**config.mk**
```make
export PLATFORM = sky130hd
export DESIGN_NAME = regfile_hilo
export DESIGN_NICKNAME = d
export VERILOG_FILES = /design/src/rtl/regfile_hilo.sv
export SDC_FILE = /design/constraint.sdc
export NUM_CORES = 2
export LEC_CHECK = 0
export CORE_MARGIN = 10
export CORE_UTILIZATION = 63
export CTS_BUF_LIST = sky130_fd_sc_hd__clkbuf_8
export CTS_CLUSTER_DIAMETER = 100
export DETAILED_ROUTE_END_ITERATION = 8
export PLACE_DENSITY = 0.86
export SLEW_MARGIN = 20
export SYNTH_ARGS = -nofsm -noshare
export SYNTH_HDL_FRONTEND = slang
export SYNTH_SLANG_ARGS = --single-unit
```
**constraint.sdc**
```tcl
create_clock -name clk -period 4.8 [get_ports clk]
set_clock_uncertainty 0.1 [all_clocks]
set_input_delay 0.96 -clock clk [delete_from_list [all_inputs] [get_ports clk]]
set_output_delay 0.96 -clock clk [all_outputs]
set_load 0.005 [all_outputs]
```
**src/rtl/regfile_hilo.sv**
```systemverilog
// -----------------------------------------------------------------------------
// regfile_hilo
//   Architectural state behind the write-back stage: 32 x 32-bit general
//   purpose registers (r0 hard-wired to zero) plus the HI/LO register pair.
//   Two combinational read ports serve decode; HI/LO are read out to execute.
//
//   Optional feature macro: REGFILE_BYPASS_EN
//     defined   -> a write presented this cycle is forwarded to matching
//                  read ports and to the HI/LO outputs in the same cycle.
//     undefined -> reads always return stored state.
//
// Ports
//   clk            rising-edge clock for all state
//   rst_n          synchronous active-low reset (also forces all outputs to 0)
//   rf_i_wreg      GPR write enable          rf_i_waddr  GPR write address
//   rf_i_wdata     GPR write data
//   rf_i_we_hilo   HI/LO write enable        rf_i_wdata_hi / rf_i_wdata_lo
//   rf_i_re1/2     read port enables         rf_i_raddr1/2 read addresses
//   rf_o_rdata1/2  read port data            rf_o_hi / rf_o_lo HI/LO values
// -----------------------------------------------------------------------------
module regfile_hilo (
   input  logic        clk,
   input  logic        rst_n,
   input  logic        rf_i_wreg,
   input  logic [4:0]  rf_i_waddr,
   input  logic [31:0] rf_i_wdata,
   input  logic        rf_i_we_hilo,
   input  logic [31:0] rf_i_wdata_hi,
   input  logic [31:0] rf_i_wdata_lo,
   input  logic        rf_i_re1,
   input  logic [4:0]  rf_i_raddr1,
   input  logic        rf_i_re2,
   input  logic [4:0]  rf_i_raddr2,
   output logic [31:0] rf_o_rdata1,
   output logic [31:0] rf_o_rdata2,
   output logic [31:0] rf_o_hi,
   output logic [31:0] rf_o_lo
);

   // Entry 0 exists only to keep the array index full-range; it is cleared
   // on reset, never written, and masked on every read path.
   logic [31:0] regs_r [0:31];
   logic [31:0] hi_r;
   logic [31:0] lo_r;

   // State update: reset wins over any write presented on the same edge.
   always_ff @(posedge clk) begin
      if (!rst_n) begin
         for (int i = 0; i < 32; i++) begin
            regs_r[i] <= 32'd0;
         end
         hi_r <= 32'd0;
         lo_r <= 32'd0;
      end else begin
         if (rf_i_wreg && (rf_i_waddr != 5'd0)) begin
            regs_r[rf_i_waddr] <= rf_i_wdata;
         end
         if (rf_i_we_hilo) begin
            hi_r <= rf_i_wdata_hi;
            lo_r <= rf_i_wdata_lo;
         end
      end
   end

   // Read port 1: reset, disable and r0 all force zero before any forwarding.
   always_comb begin
      rf_o_rdata1 = 32'd0;
      if (!rst_n) begin
         rf_o_rdata1 = 32'd0;
      end else if (!rf_i_re1) begin
         rf_o_rdata1 = 32'd0;
      end else if (rf_i_raddr1 == 5'd0) begin
         rf_o_rdata1 = 32'd0;
`ifdef REGFILE_BYPASS_EN
      end else if (rf_i_wreg && (rf_i_waddr == rf_i_raddr1)) begin
         rf_o_rdata1 = rf_i_wdata;
`endif
      end else begin
         rf_o_rdata1 = regs_r[rf_i_raddr1];
      end
   end

   // Read port 2: identical priority chain, independent of port 1.
   always_comb begin
      rf_o_rdata2 = 32'd0;
      if (!rst_n) begin
         rf_o_rdata2 = 32'd0;
      end else if (!rf_i_re2) begin
         rf_o_rdata2 = 32'd0;
      end else if (rf_i_raddr2 == 5'd0) begin
         rf_o_rdata2 = 32'd0;
`ifdef REGFILE_BYPASS_EN
      end else if (rf_i_wreg && (rf_i_waddr == rf_i_raddr2)) begin
         rf_o_rdata2 = rf_i_wdata;
`endif
      end else begin
         rf_o_rdata2 = regs_r[rf_i_raddr2];
      end
   end

   // HI/LO read-out: HI and LO always move together, including when forwarded.
   always_comb begin
      rf_o_hi = 32'd0;
      rf_o_lo = 32'd0;
      if (!rst_n) begin
         rf_o_hi = 32'd0;
         rf_o_lo = 32'd0;
`ifdef REGFILE_BYPASS_EN
      end else if (rf_i_we_hilo) begin
         rf_o_hi = rf_i_wdata_hi;
         rf_o_lo = rf_i_wdata_lo;
`endif
      end else begin
         rf_o_hi = hi_r;
         rf_o_lo = lo_r;
      end
   end

endmodule

```
After elaboration in Yosys (flattened, before gate mapping) --
Memories as Yosys holds them, arrays and structs flattened. Cells that the tools add are included.
Word-level totals: register bits 64, bits in latches 0, RAM bits 1024, ROM bits 0, output and inout bits 128, memories 1
Memories:
- regs_r | depth 32, bits a word 32, read ports 2, clocked after Yosys merged registers in 0, write ports 32, line 42 | logic [31:0] regs_r [0:31];
Operators by class: add/subtract/negate cells 0, multiply operators 0, div/mod/pow operators 0, magnitude comparators 0, eq/ne operators 0, shift operators 0, muxes and demuxes 15, bitwise operators 0, reduce and logical (&&, ||, !) cells 5
Operators with widths (number):
- 32-bit two-way mux | 9
- 32-bit OR reduction | 1
- 5-bit zero test | 2
- 1-bit two-way mux | 5
- 5-bit two-way mux | 1
- 5-bit nonzero test | 1
- 1-bit logical AND | 1

Depth between registers and ports, before layout --
word-level depth 7, mapped depth 9

Least setup slack after synthesis --
No wires, ideal clock.
kind input-to-reg, start in rf_i_waddr[1], end mem regs_r[24][0] (enable), library setup time 0.466 ns, data arrival time 3.900 ns, data required time 4.234 ns, slack 0.334 ns, cell stages on the path 3, buffers on the path 1, cells stage by stage or3_1 clkbuf_1 o21ai_0
RTL lines:
- start, declared | line 25 | input logic [4:0] rf_i_waddr,
- end, declared | line 42

Worst setup path in the final report --
start in rf_i_raddr2[0], end out rf_o_rdata2[7]
On the way: longest elaborated chain between the ends 4, elaborated cells on any way between the ends 5, those cells by class mux: 3; reduce/logical: 1; memory: 1
Ends and longest elaborated chain:
- start, declared | line 33 | input logic [4:0] rf_i_raddr2,
- memory read 32 x 32 bit / 5-bit zero test (equally long branches)
- 32-bit two-way mux * | line 90 | end else if (rf_i_raddr2 == 5'd0) begin
- 32-bit two-way mux * | line 88 | end else if (!rf_i_re2) begin
- 32-bit two-way mux * | line 86 | if (!rst_n) begin
- end, declared | line 35 | output logic [31:0] rf_o_rdata2,
Every way passes the cells marked *; elsewhere a longest branch is shown, timed or not.

==> results.py <==
metrics = {
    "synthesis": {
        "synth_top_family_by_area": "multiplexers",
        "yosysMostFrequentCell": "and2_1",
        "synth_area_leaders": "edfxtp_1 54%, mux4_2 14%, and2_1 12%",
        "synth_edf_count": 1024,
        "synth_cell_types": 39,
        "synthXorXnorAreaFrac_pct": 0,
        "yosys.area_share.simple_pct": 13.5,
        "syn_inst": 4040,
        "synth_area_leader_cell": "edfxtp_1",
        "yosysWarningCount": 0,
        "synth_compound_area_share_pct": 4.50,
        "synth_mux_area_share_pct": 22.8,
        "seq_area_frac_synth_pct": 56.0,
        "synth_top_area_share_pct": 53.8,
        "synth-adder-area-share_pct": 0,
        "dominantRegCellSynth": "edfxtp_1",
        "syn_area_um2": 57200,
        "async_flop_share_pct": 0,
        "synth-seq-cells": 1088,
        "synthTopCellsByCount": "1,056 x and2_1, 1,024 x edfxtp_1, 358 x mux4_2",
        "postSynthAreaPerCell_um2": 14.2,
    },
    "min_path": {
        "hold_class": "flop to flop",
    },
    "floorplan": {
        "fp.dieW_um": 321,
        "fp.coreArea_um2": 90000,
        "initial_utilization_pct": 63.5,
        "rows": 110,
        "io_pins": 245,
        "die_h_um": 321,
        "die_area_um2": 103000,
    },
    "timing": {
        "finalHoldViolCount": 0,
        "clock.fmax_mhz": 208,
        "drv_slew": 0,
        "final-setup-viol-count": 0,
        "final.min_clock_period_ns": 4.80,
        "relSlewSlack_pct": 21.4,
        "finalCritPeriodShare_pct": 99.9,
        "worst_pin_slew_ns": 1.18,
        "rsz0062_at_grt": "no",
        "fin_setup_tns_ns": 0,
        "hold_ws_ns": 0.382,
    },
    "power_and_ir_drop": {
        "switching_share_pct": 25.9,
        "vdd_drop_max_uv": 330,
        "p_clk_share_pct": 35.7,
        "pwr_density_cell_nw_per_um2": 330,
        "combPwrFrac_pct": 12.8,
        "power.net_switching_mw": 5.62,
        "p_leak_nw": 23.6,
        "seqPwrFrac_pct": 51.5,
        "p_int_mw": 16.1,
        "power_mw": 21.7,
    },
    "finish": {
        "fillers": 5407,
        "nets": 4425,
        "area_growth_pct": 14.9,
        "multiInputGateArea_um2": 23900,
        "layout-drive-gt1-share_pct": 23.2,
        "final_util_pct": 73.0,
        "ff_latch_area_um2": 32000,
    },
    "cts": {
        "clk_pin_slew_ns": 0.05,
        "root_buffer": "clkbuf_8",
        "clk_latency_ns": 0.83,
        "cts_tree": "yes",
        "clk_path_buf_depth": 3,
        "cts_buffers": 177,
        "cts.sinks": 1088,
        "htreeDepth": 4,
        "hold_buffers": 0,
    },
    "run_status": {
        "outcome": "finished clean",
    },
    "routing": {
        "wl_per_cell_um": 32.0,
        "postRouteAntennaNets": 0,
        "dr.pass1.iters": 8,
        "via_per_inst": 7.05,
        "route.detailed.drc": 0,
        "drt_iter0_markers": 6571,
        "wirelength_um": 180000,
        "vias": 39673,
    },
    "global_route": {
        "antenna_found_initial": 13,
        "grt_pass1_wl_um": 261000,
        "track_usage_pct": 34.6,
        "grt_max_degree": 83,
        "grt_overflow": 0,
        "grt_pass1_vias": 40329,
    },
    "flow_run": {
        "drv_cap": 0,
    },
    "critical_path": {
        "crit_path_end_kind": "primary output",
        "crit_type": "input pin to primary output",
        "crit_required_ns": 3.74,
        "startpoint_type": "input pin",
        "cp_max_fo": 40,
        "crit_arrival_ns": 3.74,
    },
    "placed_design": {
        "gp_congestion": 0.966,
        "dp_hpwl_um": 113000,
        "port_buffers": 244,
    },
}
[registers in the layout (all words and copies together) (netlist names)]
register  count
regs_r     1024
hi_r         32
lo_r         32
[routing by layer]
metal | wire [um] | vias up | track usage (%)
li1 | - | 15800 | -
met1 | 57200 | 19354 | 41.9
met2 | 82300 | 3692 | 53.5
met3 | 27700 | 817 | 11.2
met4 | 12900 | 10 | 21.6
met5 | 55 | - | 0
[worst max-delay path, stage by stage]
cell and delay (ns):
buf_8 0.37, buf_12 0.26, buf_12 0.17, mux2i_1 0.21, nor2_1 0.06, o31a_1 0.34, a221oi_1 0.59, o21ai_1 0.21
clkdlybuf4s50_1 0.51
[logic make-up (layout without fill, tap and decap cells)]
| logic type | after synthesis | in the layout |
|---|---|---|
| mux | 833 | 833 |
| compound gates | 374 | 374 |
| flops | 1088 | 1088 |
| buf+inv | 425 | 802 |
| simple gates | 1319 | 1319 |
| other cells | 1 | 37 |
[power by group through the flow]
stage / Clock [mW] / Sequential, mW / Combinational [mW]
after floorplan: 0 / 11.3 / 1.58
after detailed placement: 0 / 11.4 / 2.69
after global placement: 0 / 11.3 / 2.64
after global routing: 8.15 / 11.2 / 2.84
final: 7.74 / 11.2 / 2.78
after CTS: 7.73 / 11.2 / 2.71
[layout make-up]
class                   instances  area share (%)
diodes                          5          0.0190
clock buffers                 181            3.79
clock inverters               138            1.23
inverters                       3          0.0209
multi-input cells            2558            36.3
flip-flops and latches       1088            48.8
well taps                    1176            2.24
repair buffers                480            7.62
[layout by cell type, fill, tap and decap left out, types with 21 or more instances in the layout]
cell | Yosys | layout
a221oi_1 | 62 | 61
and2_1 | 1056 | 1056
buf_12 | 0 | 67
buf_4 | 20 | 171
clkbuf_8 | 0 | 181
clkdlybuf4s50_1 | 0 | 222
clkinv_1 | 0 | 44
clkinv_2 | 0 | 21
conb_1 | 1 | 32
dfxtp_1 | 64 | 64
edfxtp_1 | 1024 | 1024
inv_1 | 2 | 55
mux2_1 | 30 | 30
mux2_2 | 126 | 126
mux2i_1 | 319 | 319
mux4_2 | 358 | 358
nor2_1 | 195 | 163
nor2_2 | 0 | 32
nor3_1 | 35 | 34
o21ai_0 | 62 | 31
o21ai_1 | 61 | 61
o21ai_4 | 0 | 31
o221ai_1 | 31 | 31
o22a_1 | 31 | 31
o22ai_1 | 93 | 93
o31a_1 | 30 | 30
[worst paths after layout]
kind / from / end / slack (ns) / cells past startpoint
max: rf_i_raddr2[0] / rf_o_rdata2[7] / 0.002 / 9
min reg2reg: hi_r[18] / hi_r[18] / 0.38 / 2
max reg2reg: hi_r[29] / hi_r[29] / 4.01 / 2
min: hi_r[18] / hi_r[18] / 0.38 / 2
[through the flow]
step,setup WS (ns),cells,instance area [um2]
global route,0.0179,5626,65700
global placement,-0.0628,5305,62400
finish,0.00246,5629,65700
detailed placement,-0.133,5305,62400
CTS,0.110,5624,65700
floorplan,0.334,4071,57300
[what timing repair did]
| action | 4_1_cts | 5_1_grt |
|---|---|---|
| buffers inserted | 0 | 0 |
| gates resized for setup | 1 | 0 |
| endpoints found under the hold margin | 0 | 0 |
| endpoints found under the setup margin | 1 | 0 |
No activity file was read; power rests on OpenSTA's default activity.
